--- src/rtl/core_pkg.sv ---
// Shared RV32I core definitions: result-select encodings, ALU operations and
// the execute-stage control bundle registered by the ID/EX pipeline register.
package core_pkg;

  localparam logic [1:0] RESULT_ALU = 2'b00;
  localparam logic [1:0] RESULT_MEM = 2'b01;
  localparam logic [1:0] RESULT_PC4 = 2'b10;

  typedef enum logic [3:0] {
    ALU_ADD  = 4'd0,
    ALU_SUB  = 4'd1,
    ALU_AND  = 4'd2,
    ALU_OR   = 4'd3,
    ALU_XOR  = 4'd4,
    ALU_SLT  = 4'd5,
    ALU_SLTU = 4'd6,
    ALU_SLL  = 4'd7,
    ALU_SRL  = 4'd8,
    ALU_SRA  = 4'd9,
    ALU_LUI  = 4'd10
  } alu_op_e;

  typedef struct packed {
    logic       reg_write;
    logic [1:0] result_src;
    logic       mem_write;
    logic       jump;
    logic       branch;
    alu_op_e    alu_control;
    logic       alu_src;
  } ctrl_e_t;

  localparam ctrl_e_t CTRL_BUBBLE = '0;

  // A non-instruction in decode must not carry any side effect into execute.
  function automatic ctrl_e_t gate_ctrl(input ctrl_e_t c, input logic valid);
    return valid ? c : CTRL_BUBBLE;
  endfunction

endpackage

--- src/rtl/sat_counter.sv ---
// Enable-increment counter that sticks at all-ones instead of wrapping.
module sat_counter #(
  parameter int CNT_W = 16
) (
  input  logic             clk,
  input  logic             rst_n,
  input  logic             i_inc,
  output logic [CNT_W-1:0] o_count
);

  logic [CNT_W-1:0] r_count;
  logic             w_at_max;

  assign w_at_max = &r_count;

  always_ff @(posedge clk or negedge rst_n) begin
    if (!rst_n) begin
      r_count <= '0;
    end else if (i_inc && !w_at_max) begin
      r_count <= r_count + CNT_W'(1);
    end
  end

  assign o_count = r_count;

endmodule

--- src/rtl/id_ex_reg.sv ---
// Decode-to-execute pipeline register: one-cycle capture of operands, indices
// and control, with stall hold, flush bubbles and a saturating bubble counter.
module id_ex_reg
  import core_pkg::*;
#(
  parameter int WIDTH      = 32,
  parameter int REG_ADDR_W = 5,
  parameter int CNT_W      = 16
) (
  input  logic                  clk,
  input  logic                  rst_n,
  input  logic                  StallE,
  input  logic                  FlushE,
  input  logic                  ValidD,
  input  logic [WIDTH-1:0]      RD1D,
  input  logic [WIDTH-1:0]      RD2D,
  input  logic [WIDTH-1:0]      PCD,
  input  logic [WIDTH-1:0]      PCPlus4D,
  input  logic [WIDTH-1:0]      ImmExtD,
  input  logic [REG_ADDR_W-1:0] Rs1D,
  input  logic [REG_ADDR_W-1:0] Rs2D,
  input  logic [REG_ADDR_W-1:0] RdD,
  input  logic                  RegWriteD,
  input  logic [1:0]            ResultSrcD,
  input  logic                  MemWriteD,
  input  logic                  JumpD,
  input  logic                  BranchD,
  input  logic [3:0]            ALUControlD,
  input  logic                  ALUSrcD,
  output logic                  ValidE,
  output logic [WIDTH-1:0]      RD1E,
  output logic [WIDTH-1:0]      RD2E,
  output logic [WIDTH-1:0]      PCE,
  output logic [WIDTH-1:0]      PCPlus4E,
  output logic [WIDTH-1:0]      ImmExtE,
  output logic [REG_ADDR_W-1:0] Rs1E,
  output logic [REG_ADDR_W-1:0] Rs2E,
  output logic [REG_ADDR_W-1:0] RdE,
  output logic                  RegWriteE,
  output logic [1:0]            ResultSrcE,
  output logic                  MemWriteE,
  output logic                  JumpE,
  output logic                  BranchE,
  output logic [3:0]            ALUControlE,
  output logic                  ALUSrcE,
  output logic [CNT_W-1:0]      BubbleCount
);

  logic                  r_valid;
  logic [WIDTH-1:0]      r_rd1;
  logic [WIDTH-1:0]      r_rd2;
  logic [WIDTH-1:0]      r_pc;
  logic [WIDTH-1:0]      r_pc_plus4;
  logic [WIDTH-1:0]      r_imm;
  logic [REG_ADDR_W-1:0] r_rs1;
  logic [REG_ADDR_W-1:0] r_rs2;
  logic [REG_ADDR_W-1:0] r_rd;
  ctrl_e_t               r_ctrl;

  ctrl_e_t               w_ctrl_d;
  logic                  w_bubble;

  always_comb begin
    w_ctrl_d             = CTRL_BUBBLE;
    w_ctrl_d.reg_write   = RegWriteD;
    w_ctrl_d.result_src  = ResultSrcD;
    w_ctrl_d.mem_write   = MemWriteD;
    w_ctrl_d.jump        = JumpD;
    w_ctrl_d.branch      = BranchD;
    w_ctrl_d.alu_control = alu_op_e'(ALUControlD);
    w_ctrl_d.alu_src     = ALUSrcD;
  end

  // Stall wins over flush; the hazard unit re-asserts the flush after the stall.
  assign w_bubble = FlushE && !StallE;

  always_ff @(posedge clk or negedge rst_n) begin
    if (!rst_n) begin
      r_valid    <= 1'b0;
      r_rd1      <= '0;
      r_rd2      <= '0;
      r_pc       <= '0;
      r_pc_plus4 <= '0;
      r_imm      <= '0;
      r_rs1      <= '0;
      r_rs2      <= '0;
      r_rd       <= '0;
      r_ctrl     <= CTRL_BUBBLE;
    end else if (!StallE) begin
      if (FlushE) begin
        // Register indices go to x0 so forwarding can never match a bubble.
        r_valid    <= 1'b0;
        r_rd1      <= '0;
        r_rd2      <= '0;
        r_pc       <= '0;
        r_pc_plus4 <= '0;
        r_imm      <= '0;
        r_rs1      <= '0;
        r_rs2      <= '0;
        r_rd       <= '0;
        r_ctrl     <= CTRL_BUBBLE;
      end else begin
        r_valid    <= ValidD;
        r_rd1      <= RD1D;
        r_rd2      <= RD2D;
        r_pc       <= PCD;
        r_pc_plus4 <= PCPlus4D;
        r_imm      <= ImmExtD;
        r_rs1      <= Rs1D;
        r_rs2      <= Rs2D;
        r_rd       <= RdD;
        r_ctrl     <= gate_ctrl(w_ctrl_d, ValidD);
      end
    end
  end

  sat_counter #(
    .CNT_W(CNT_W)
  ) u_bubble_cnt (
    .clk     (clk),
    .rst_n   (rst_n),
    .i_inc   (w_bubble),
    .o_count (BubbleCount)
  );

  assign ValidE      = r_valid;
  assign RD1E        = r_rd1;
  assign RD2E        = r_rd2;
  assign PCE         = r_pc;
  assign PCPlus4E    = r_pc_plus4;
  assign ImmExtE     = r_imm;
  assign Rs1E        = r_rs1;
  assign Rs2E        = r_rs2;
  assign RdE         = r_rd;
  assign RegWriteE   = r_ctrl.reg_write;
  assign ResultSrcE  = r_ctrl.result_src;
  assign MemWriteE   = r_ctrl.mem_write;
  assign JumpE       = r_ctrl.jump;
  assign BranchE     = r_ctrl.branch;
  assign ALUControlE = r_ctrl.alu_control;
  assign ALUSrcE     = r_ctrl.alu_src;

endmodule

--- config.mk ---
export PLATFORM = sky130hd
export DESIGN_NAME = id_ex_reg
export DESIGN_NICKNAME = d
export VERILOG_FILES = /design/src/rtl/core_pkg.sv /design/src/rtl/sat_counter.sv /design/src/rtl/id_ex_reg.sv
export SDC_FILE = /design/constraint.sdc
export NUM_CORES = 1
export LEC_CHECK = 0
export BUFFER_PORTS_ARGS = -buffer_cell sky130_fd_sc_hd__buf_2
export CELL_PAD_IN_SITES_DETAIL_PLACEMENT = 0
export CELL_PAD_IN_SITES_GLOBAL_PLACEMENT = 1
export CORE_AREA = 3 3 156 158
export DETAILED_ROUTE_END_ITERATION = 7
export DIE_AREA = 0 0 159 161
export PLACE_DENSITY = 0.88
export SYNTH_ARGS = -nofsm -noshare
export SYNTH_HDL_FRONTEND = slang
export SYNTH_SLANG_ARGS = --single-unit
--- constraint.sdc ---
create_clock -name clk -period 2.7 [get_ports clk]
set_input_delay 0.405 -clock clk [delete_from_list [all_inputs] [get_ports clk]]
set_output_delay 0.405 -clock clk [all_outputs]
set_load 0.02 [all_outputs]
==> summary.txt, run 1 <==
Status
  • Outcome: complete, no violations

Critical path
  • Worst setup EP type: register
  • CP required: 3.08 ns
  • Arrival time worst endpoint: around 2.1 ns
  • Setup Crit Path Kind: reg2reg
  • Max FO, Critical Path: 6
  • Crit start category: register

STA
  • Max_slew headroom: 55.80%
  • Final Setup Violations: 0
  • Final Hold Vio Count: 0
  • Period minus WS final: 1.717 ns
  • Fmax: 582.3 MHz
  • Final Max Tran Viols: 0
  • Setup TNS Final: 0 ns
  • Worst-margin pin slew: 0.6630 ns
  • Clock skew: slightly below 0.007 ns
  • RSZ-0062 raised after global routing: false
  • Crit share post-route: 63.61%
  • Setup slack after layout: 0.9826 ns

Finish
  • Area Growth Syn to Fin: 36.10%
  • Ant. Diodes: 0
  • Share of layout cells above drive strength 1: 36.74%
  • Fill cells: 2,218
  • Final non-filler cell total: 1,552
  • Post-route cell area: 11,540 sq um
  • Final #Nets: about 1,400

GRT
  • Global route overflow: 0
  • GRT met1 Usage: a little under a quarter
  • Total track usage: 18.36%
  • Grt peak-use layer: met2
  • Initial antenna violation count: 2
  • GR Util met2: 31.54%
  • Vias in the first global route: 7,006
  • Largest net degree at the start of global routing: 131
  • Global-route wire length before repair: 38,740 um
  • Met3 Track Usage GR: around 6%

Power and ir drop
  • Total chip power: 7.916 mW
  • Pwr per Cell Area: 686.0 nW/um^2
  • Pleak: 5.926 nW
  • Max VDD drop: between 0.3 and 0.4 mV

Placed design
  • Number of port buffers: between 300 and 400
  • Pre-CTS setup slack: ~0.85 ns
  • Placed Instances: 1,507
  • Placed inst area: ~11,000 sq um
  • Placer Congestion: 0.7854
  • HPWL Detailed: roughly 17,000 um

Synth
  • Avg Inst Size Synth: roughly 10 sq um
  • Post-synthesis cell count: 844
  • Syn_nets: 1,036
  • FF+latch count, synth: 203
  • Post-synthesis async set-or-reset flop share: 100.0%
  • EDFF count, synth: 0
  • Yosys cell types: 37
  • Top_reg_cell synth: dfrtp_1
  • Register area share after synthesis: about 60%
  • Synth Cell Area: between 8000 and 9000 sq um
  • Yosys warns: 0

Detailed routing
  • Vias: between 7,000 and 8,000
  • Aggregate routed wire length: ~24,000 um
  • Routed length per placed instance: 15.65 um
  • Final ANT Viol Nets: 0
  • Via-per-instance ratio: about 4.6
  • TritonRoute pass-1 iters: 4
  • Iteration-0 DRC Markers: roughly 370
  • # DRC: 0

Floorplanning
  • Die Ht: between 150 and 200 um
  • Die width: 159 um
  • I/O Pins: 394
  • Initial core utilization: 36.45%
  • Cell Rows: 56
  • Core area: about 23,000 sq um
  • Total die area: 25,600 sq um

Clocking
  • Post-CTS Hold Buffers: 1
  • Clock tree root buffer cell: clkbuf_16
  • Setup Fix Bufs, Post-CTS: 0
  • Clock Path Buffers: 3
  • Worst skew pair latency: 0.50 ns
  • CTS tree: done
  • Clock slew at reported path FFs: 0.06 ns
  • Total CTS buffers: 24
  • H-tree levels: 1
  • # clock sinks: 203
  • Cts repair resizes: 0

Job
  • Max_cap viols: 0

Min path
  • Min-Delay Path Class: in2reg
state kept, by name, summed over array words and instances, names as in the netlist:
signal	count
Rs1E	5
ALUControlE	4
u_bubble_cnt.o_count	16
RD2E	32
MemWriteE	1
RdE	5
Rs2E	5
PCE	32
RegWriteE	1
ValidE	1
JumpE	1
BranchE	1
ImmExtE	32
PCPlus4E	32
ResultSrcE	2
RD1E	32
ALUSrcE	1
cell type report:
| cell class | instances | area, sq um | area share (%) |
|---|---|---|---|
| Timing Repair Buffer | 406 | 2126 | 18.42 |
| Inverter | 3 | 11.26 | 0.09759 |
| Sequential cell | 203 | 5080 | 44.03 |
| Multi-Input combinational cell | 577 | 3142 | 27.23 |
| Clock inverter | 8 | 73.82 | 0.6398 |
| Clock buffer | 36 | 706.9 | 6.127 |
| Tap cell | 319 | 399.1 | 3.459 |
stage by stage:
step	hold WS [ns]	util (%)
final	0.1235	49.60
after global routing	0.09740	49.60
after CTS	0.09031	49.60
after detailed placement	0.4260	46.20
after global placement	0.4275	46.20
after floorplan	0.1094	-
final timing paths:
kind                                            endpoint                     from  cells past startpoint  slack, ns
worst max-delay path            u_bubble_cnt.o_count[10]  u_bubble_cnt.o_count[0]                      5       0.98
worst max register to register  u_bubble_cnt.o_count[10]  u_bubble_cnt.o_count[0]                      5       0.98
worst min register to register              PCPlus4E[26]             PCPlus4E[26]                      2       0.48
max in group asynchronous                    ImmExtE[24]                    rst_n                      3       1.45
min in group asynchronous                       RD1E[26]                    rst_n                      2       0.48
worst min-delay path                      ALUControlE[2]           ALUControlD[2]                      2       0.12
worst max-delay path, cell delays in order (launching register included):
cell and delay (ns):
dfrtp_1 0.39, ha_1 0.24, nand3_4 0.13, nor3b_2 0.36, nand4_1 0.16, mux2_1 0.33
layer usage:
| metal | wire [um] | part of all wire (%) |
|---|---|---|
| met1 | 9754 | 40 |
| met2 | 11940 | 49 |
| met3 | 2042 | 8.4 |
| met5 | 21 | 0.086 |
| met4 | 532 | 2.2 |
cells by family after synthesis:
group                    synth area share [%]
AO/OA/AOI/OAI                           12.97
XOR/XNOR                                1.343
adder cells (fa/ha/maj)                0.1476
buffers and inverters                   3.025
flip-flops                              59.92
multiplexers                           0.3099
AND/OR/NAND/NOR                         22.28
cells in the mapped netlist (all sizes together) (2+ instances only):
master / instances / share of area, %
nor3b: 2 / 0.24
nor2: 4 / 0.18
or2: 3 / 0.22
mux2: 2 / 0.31
nand2b: 167 / 12
xor2: 7 / 0.72
nand3: 4 / 0.44
a21oi: 2 / 0.12
nand4: 6 / 0.52
nor4: 2 / 0.30
inv: 3 / 0.13
dfrtp: 203 / 60
o21ai: 168 / 9.9
xnor2: 6 / 0.62
clkbuf: 47 / 2.1
buf: 14 / 0.81
o31ai: 3 / 0.43
a211oi: 3 / 0.27
a22o: 19 / 2.0
nand2: 171 / 7.6
layout by cell type (no fill, tap or decap), drive strengths merged:
| master | instances |
|---|---|
| xnor2 | 6 |
| mux2 | 2 |
| nand3 | 4 |
| xor2 | 7 |
| buf | 404 |
| a21oi | 2 |
| or2 | 3 |
| a22o | 19 |
| dlygate4sd3 | 1 |
| and4bb | 1 |
| nor3b | 2 |
| ha | 1 |
| nor2b | 1 |
| clkinvlp | 2 |
| o31ai | 3 |
| o2111ai | 1 |
| nand2 | 171 |
| o211ai | 1 |
| nor4 | 2 |
| nor3 | 1 |
| bufinv | 1 |
| o21ai | 168 |
| a211oi | 3 |
| clkinv | 4 |
| a21o | 1 |
| inv | 4 |
| nand2b | 167 |
| and2 | 1 |
| nand4 | 6 |
| clkbuf | 37 |
| dfrtp | 203 |
| nor2 | 4 |
power by group:
group          internal, mW  switching [mW]  leakage (nW)
clock network          1.91            1.25         0.380
logic                 0.483           0.809          2.90
registers              3.30           0.174          2.65
total                  5.69            2.23          5.93
Power figures use the tool's default switching activity.
==> inputs of run 2 (changes only) <==
--- a/config.mk
+++ b/config.mk
@@ -5,13 +5,14 @@
 export SDC_FILE = /design/constraint.sdc
 export NUM_CORES = 1
 export LEC_CHECK = 0
+export ABC_AREA = 1
 export BUFFER_PORTS_ARGS = -buffer_cell sky130_fd_sc_hd__buf_2
 export CELL_PAD_IN_SITES_DETAIL_PLACEMENT = 0
 export CELL_PAD_IN_SITES_GLOBAL_PLACEMENT = 1
-export CORE_AREA = 3 3 156 158
+export CORE_AREA = 3 3 153 155
 export DETAILED_ROUTE_END_ITERATION = 7
-export DIE_AREA = 0 0 159 161
-export PLACE_DENSITY = 0.88
+export DIE_AREA = 0 0 156 158
+export PLACE_DENSITY = 0.82
 export SYNTH_ARGS = -nofsm -noshare
 export SYNTH_HDL_FRONTEND = slang
 export SYNTH_SLANG_ARGS = --single-unit
==> constraint.sdc (replaced) <==
create_clock -name clk -period 1.6 [get_ports clk]
set_input_delay 0.24 -clock clk [delete_from_list [all_inputs] [get_ports clk]]
set_output_delay 0.24 -clock clk [all_outputs]
set_load 0.02 [all_outputs]
==> run 2 against run 1 <==
  * Combinational power is 100% higher
  * Sequential cell count stayed put
  * Non-clock buffer count is 193 higher
  * Clock skew is 0.0076 ns higher
==> summary.txt, run 2 <==
Synth
  • Post-synthesis cell count: 559 (-34%)
  • Synth cell count leaders: dfrtp_1 (203), a22o_1 (176), nand2_1 (62)
  • Post-synthesis async set-or-reset flop share: 100.0% (unchanged)
  • Synth Cell Area: 7528 sq um (-11%)
  • Yosys cell types: 24 (-35%)
  • EDFF count, synth: 0 (unchanged)
  • Top_reg_cell synth: dfrtp_1
  • Synth area leader: dfrtp_1
  • Top cells by area, synth: dfrtp_1 (67%), a22o_1 (20%), nand2_1 (3.1%)
  • Yosys warns: 0 (unchanged)
  • Register area share after synthesis: 67.48% (+7.6 points)
  • Count leader, synth: dfrtp_1
  • Syn_nets: 751 (-28%)
  • Avg Inst Size Synth: 13.47 sq um (+34%)
  • FF+latch count, synth: 203 (unchanged)
  • Post-synth top area share: 67.48% (+7.6 points)

STA
  • Fmax: 672.7 MHz (+16%)
  • Period minus WS final: 1.487 ns (-0.2307 ns)
  • Crit share post-route: 92.92% (+29 points)
  • Final Setup Violations: 0 (unchanged)
  • Setup slack after layout: 0.1133 ns (-0.8693 ns)
  • Clock skew: 0.01453 ns (+0.007572 ns)
  • Final Max Tran Viols: 0 (unchanged)
  • Max_slew headroom: 50.24% (-5.6 points)
  • Worst-margin pin slew: 0.7464 ns (+0.08336 ns)
  • Final Hold Vio Count: 0 (unchanged)
  • Hold_ws: 0.02797 ns (-0.09557 ns)
  • Setup TNS Final: 0 ns (unchanged)
  • RSZ-0062 raised after global routing: false

Power and ir drop
  • Pleak: 6.641 nW (+12%)
  • Pwr per Cell Area: 1102 nW/um^2 (+61%)
  • Max VDD drop: 0.6203 mV (+67%)

Finish
  • Final #Nets: 1,333 (-5.3%)
  • Fill cells: 1,778 (-20%)
  • Area Growth Syn to Fin: 67.24%
  • Post-route cell area: 12,590 sq um (+9.1%)
  • Ant. Diodes: 0 (unchanged)
  • Core Util, Final: 57.34% (+7.7 points)
  • Most frequent cells in the layout: buf_2 (391), dfrtp_1 (203), dlygate4sd3_1 (185), a22o_1 (176), nand2_1 (62)
  • Share of layout cells above drive strength 1: 40.76% (+4.0 points)
  • Most common cell after layout, fill and taps aside: buf_2

Critical path
  • Max FO, Critical Path: 5 (-1)
  • Worst setup EP type: register
  • Arrival time worst endpoint: 1.87 ns (-0.23 ns)
  • Setup Crit Path Kind: reg2reg
  • CP required: 1.99 ns (-1.09 ns)
  • Crit start category: register

GRT
  • Vias in the first global route: 7,228 (+3.2%)
  • Global route overflow: 0 (unchanged)
  • Global-route wire length before repair: 39,700 um (+2.5%)
  • Total track usage: 19.96% (+1.6 points)
  • Initial antenna violation count: 0 (-2)
  • Largest net degree at the start of global routing: 119 (-9.2%)

Placed design
  • Placer Congestion: 0.8017 (+2.1%)
  • Pre-CTS setup slack: 0.06438 ns (-0.7871 ns)
  • Placed inst area: 9915 sq um (-7.8%)
  • Number of port buffers: 393 (unchanged)
  • HPWL Detailed: 16,450 um (-4.7%)

Clocking
  • CTS tree: done
  • H-tree levels: 1 (unchanged)
  • Clock Path Buffers: 3 (unchanged)
  • Clock slew at reported path FFs: 0.06 ns (about the same)
  • Worst skew pair latency: 0.51 ns (about the same)
  • # clock sinks: 203 (unchanged)
  • Total CTS buffers: 23 (-4.2%)
  • Clock tree root buffer cell: clkbuf_16

Detailed routing
  • Routed length per placed instance: 18.29 um (+17%)
  • Aggregate routed wire length: 26,300 um (+8.3%)
  • Vias: 7,042 (-1.1%)
  • TritonRoute pass-1 iters: 5 (+1)
  • Final ANT Viol Nets: 0 (unchanged)
  • # DRC: 0 (unchanged)
  • Via-per-instance ratio: 4.897 (+6.8%)
  • Iteration-0 DRC Markers: 465 (+26%)

Floorplanning
  • Initial core utilization: 34.28% (-2.2 points)
  • Cell Rows: 54 (-3.6%)
  • Total die area: 24,650 sq um (-3.7%)
  • Die width: 156 um (-1.9%)
  • I/O Pins: 394 (unchanged)
  • Core area: 21,960 sq um (-5.6%)
  • Die Ht: 158 um (-1.9%)

Job
  • Max_cap viols: 0 (unchanged)

Min path
  • Min-Delay Path Class: in2reg

Status
  • Outcome: complete, no violations
-- run 2: cell type report --
class	count	area, sq um	share of cell area (%)
clock inverter	11	120.1	0.9540
timing repair buffer	599	4104	32.59
tap	280	350.3	2.782
sequential	203	5080	40.35
inverter	12	45.04	0.3577
clock buffer	31	675.6	5.366
multi-input combinational	302	2216	17.60
-- run 2: cells by family (layout without fill, tap and decap cells) --
logic type	Yosys count	in the layout	synth area share, %
flops	203	203	67.48
compound gates	193	193	22.44
simple gates	101	102	5.950
buf+inv	55	653	3.274
xor+xnor	6	6	0.6981
fa+ha+maj	1	1	0.1662
-- run 2: report_power, final --
| group | total [mW] | switching (mW) | leakage (nW) | internal (mW) |
|---|---|---|---|---|
| logic | 2.58 | 1.41 | 3.59 | 1.18 |
| clock network | 5.44 | 2.15 | 0.394 | 3.30 |
| registers | 5.85 | 0.295 | 2.65 | 5.56 |
-- run 2: path summary, 6_finish.rpt --
kind	from	end	slack [ns]	depth (start not counted)
min in group asynchronous	rst_n	u_bubble_cnt.o_count[1]	0.27	2
worst min register to register	ALUControlE[3]	ALUControlE[3]	0.49	1
worst max register to register	u_bubble_cnt.o_count[1]	u_bubble_cnt.o_count[11]	0.11	9
worst max-delay path	u_bubble_cnt.o_count[1]	u_bubble_cnt.o_count[11]	0.11	9
max in group asynchronous	rst_n	RD2E[11]	0.73	3
worst min-delay path	ALUControlD[0]	ALUControlE[0]	0.03	2
-- run 2: through the flow --
stage | total power, mW | std cells
finish | 13.88 | 1438
global route | 14.48 | 1438
CTS | 13.98 | 1435
detailed placement | 8.113 | 1208
global placement | 8.086 | 1208
floorplan | 7.059 | 559
-- run 2: critical path, stage by stage (launching register included) --
cell	delay, ns
dfrtp_1	0.36
ha_2	0.21
nand2_1	0.09
nor2_4	0.12
nand2_2	0.09
nor2_4	0.16
nor2_4	0.08
buf_4	0.16
nand2_1	0.07
o21ai_2	0.05
-- run 2: repair_timing --
action                                  in CTS  in global routing
buffers inserted                             0                  2
resized for setup                            0                  2
endpoints found under the setup margin       0                 10
hold buffers                               185                  0
endpoints found under the hold margin      229                  0
-- run 2: layer usage --
metal,routed length (um),global-route usage (%),up-vias
met1,10240,24.78,3420
met3,1796,3.964,66
met5,0,0,-
met2,13380,34.27,306
li1,-,-,3250
met4,889,8.116,0
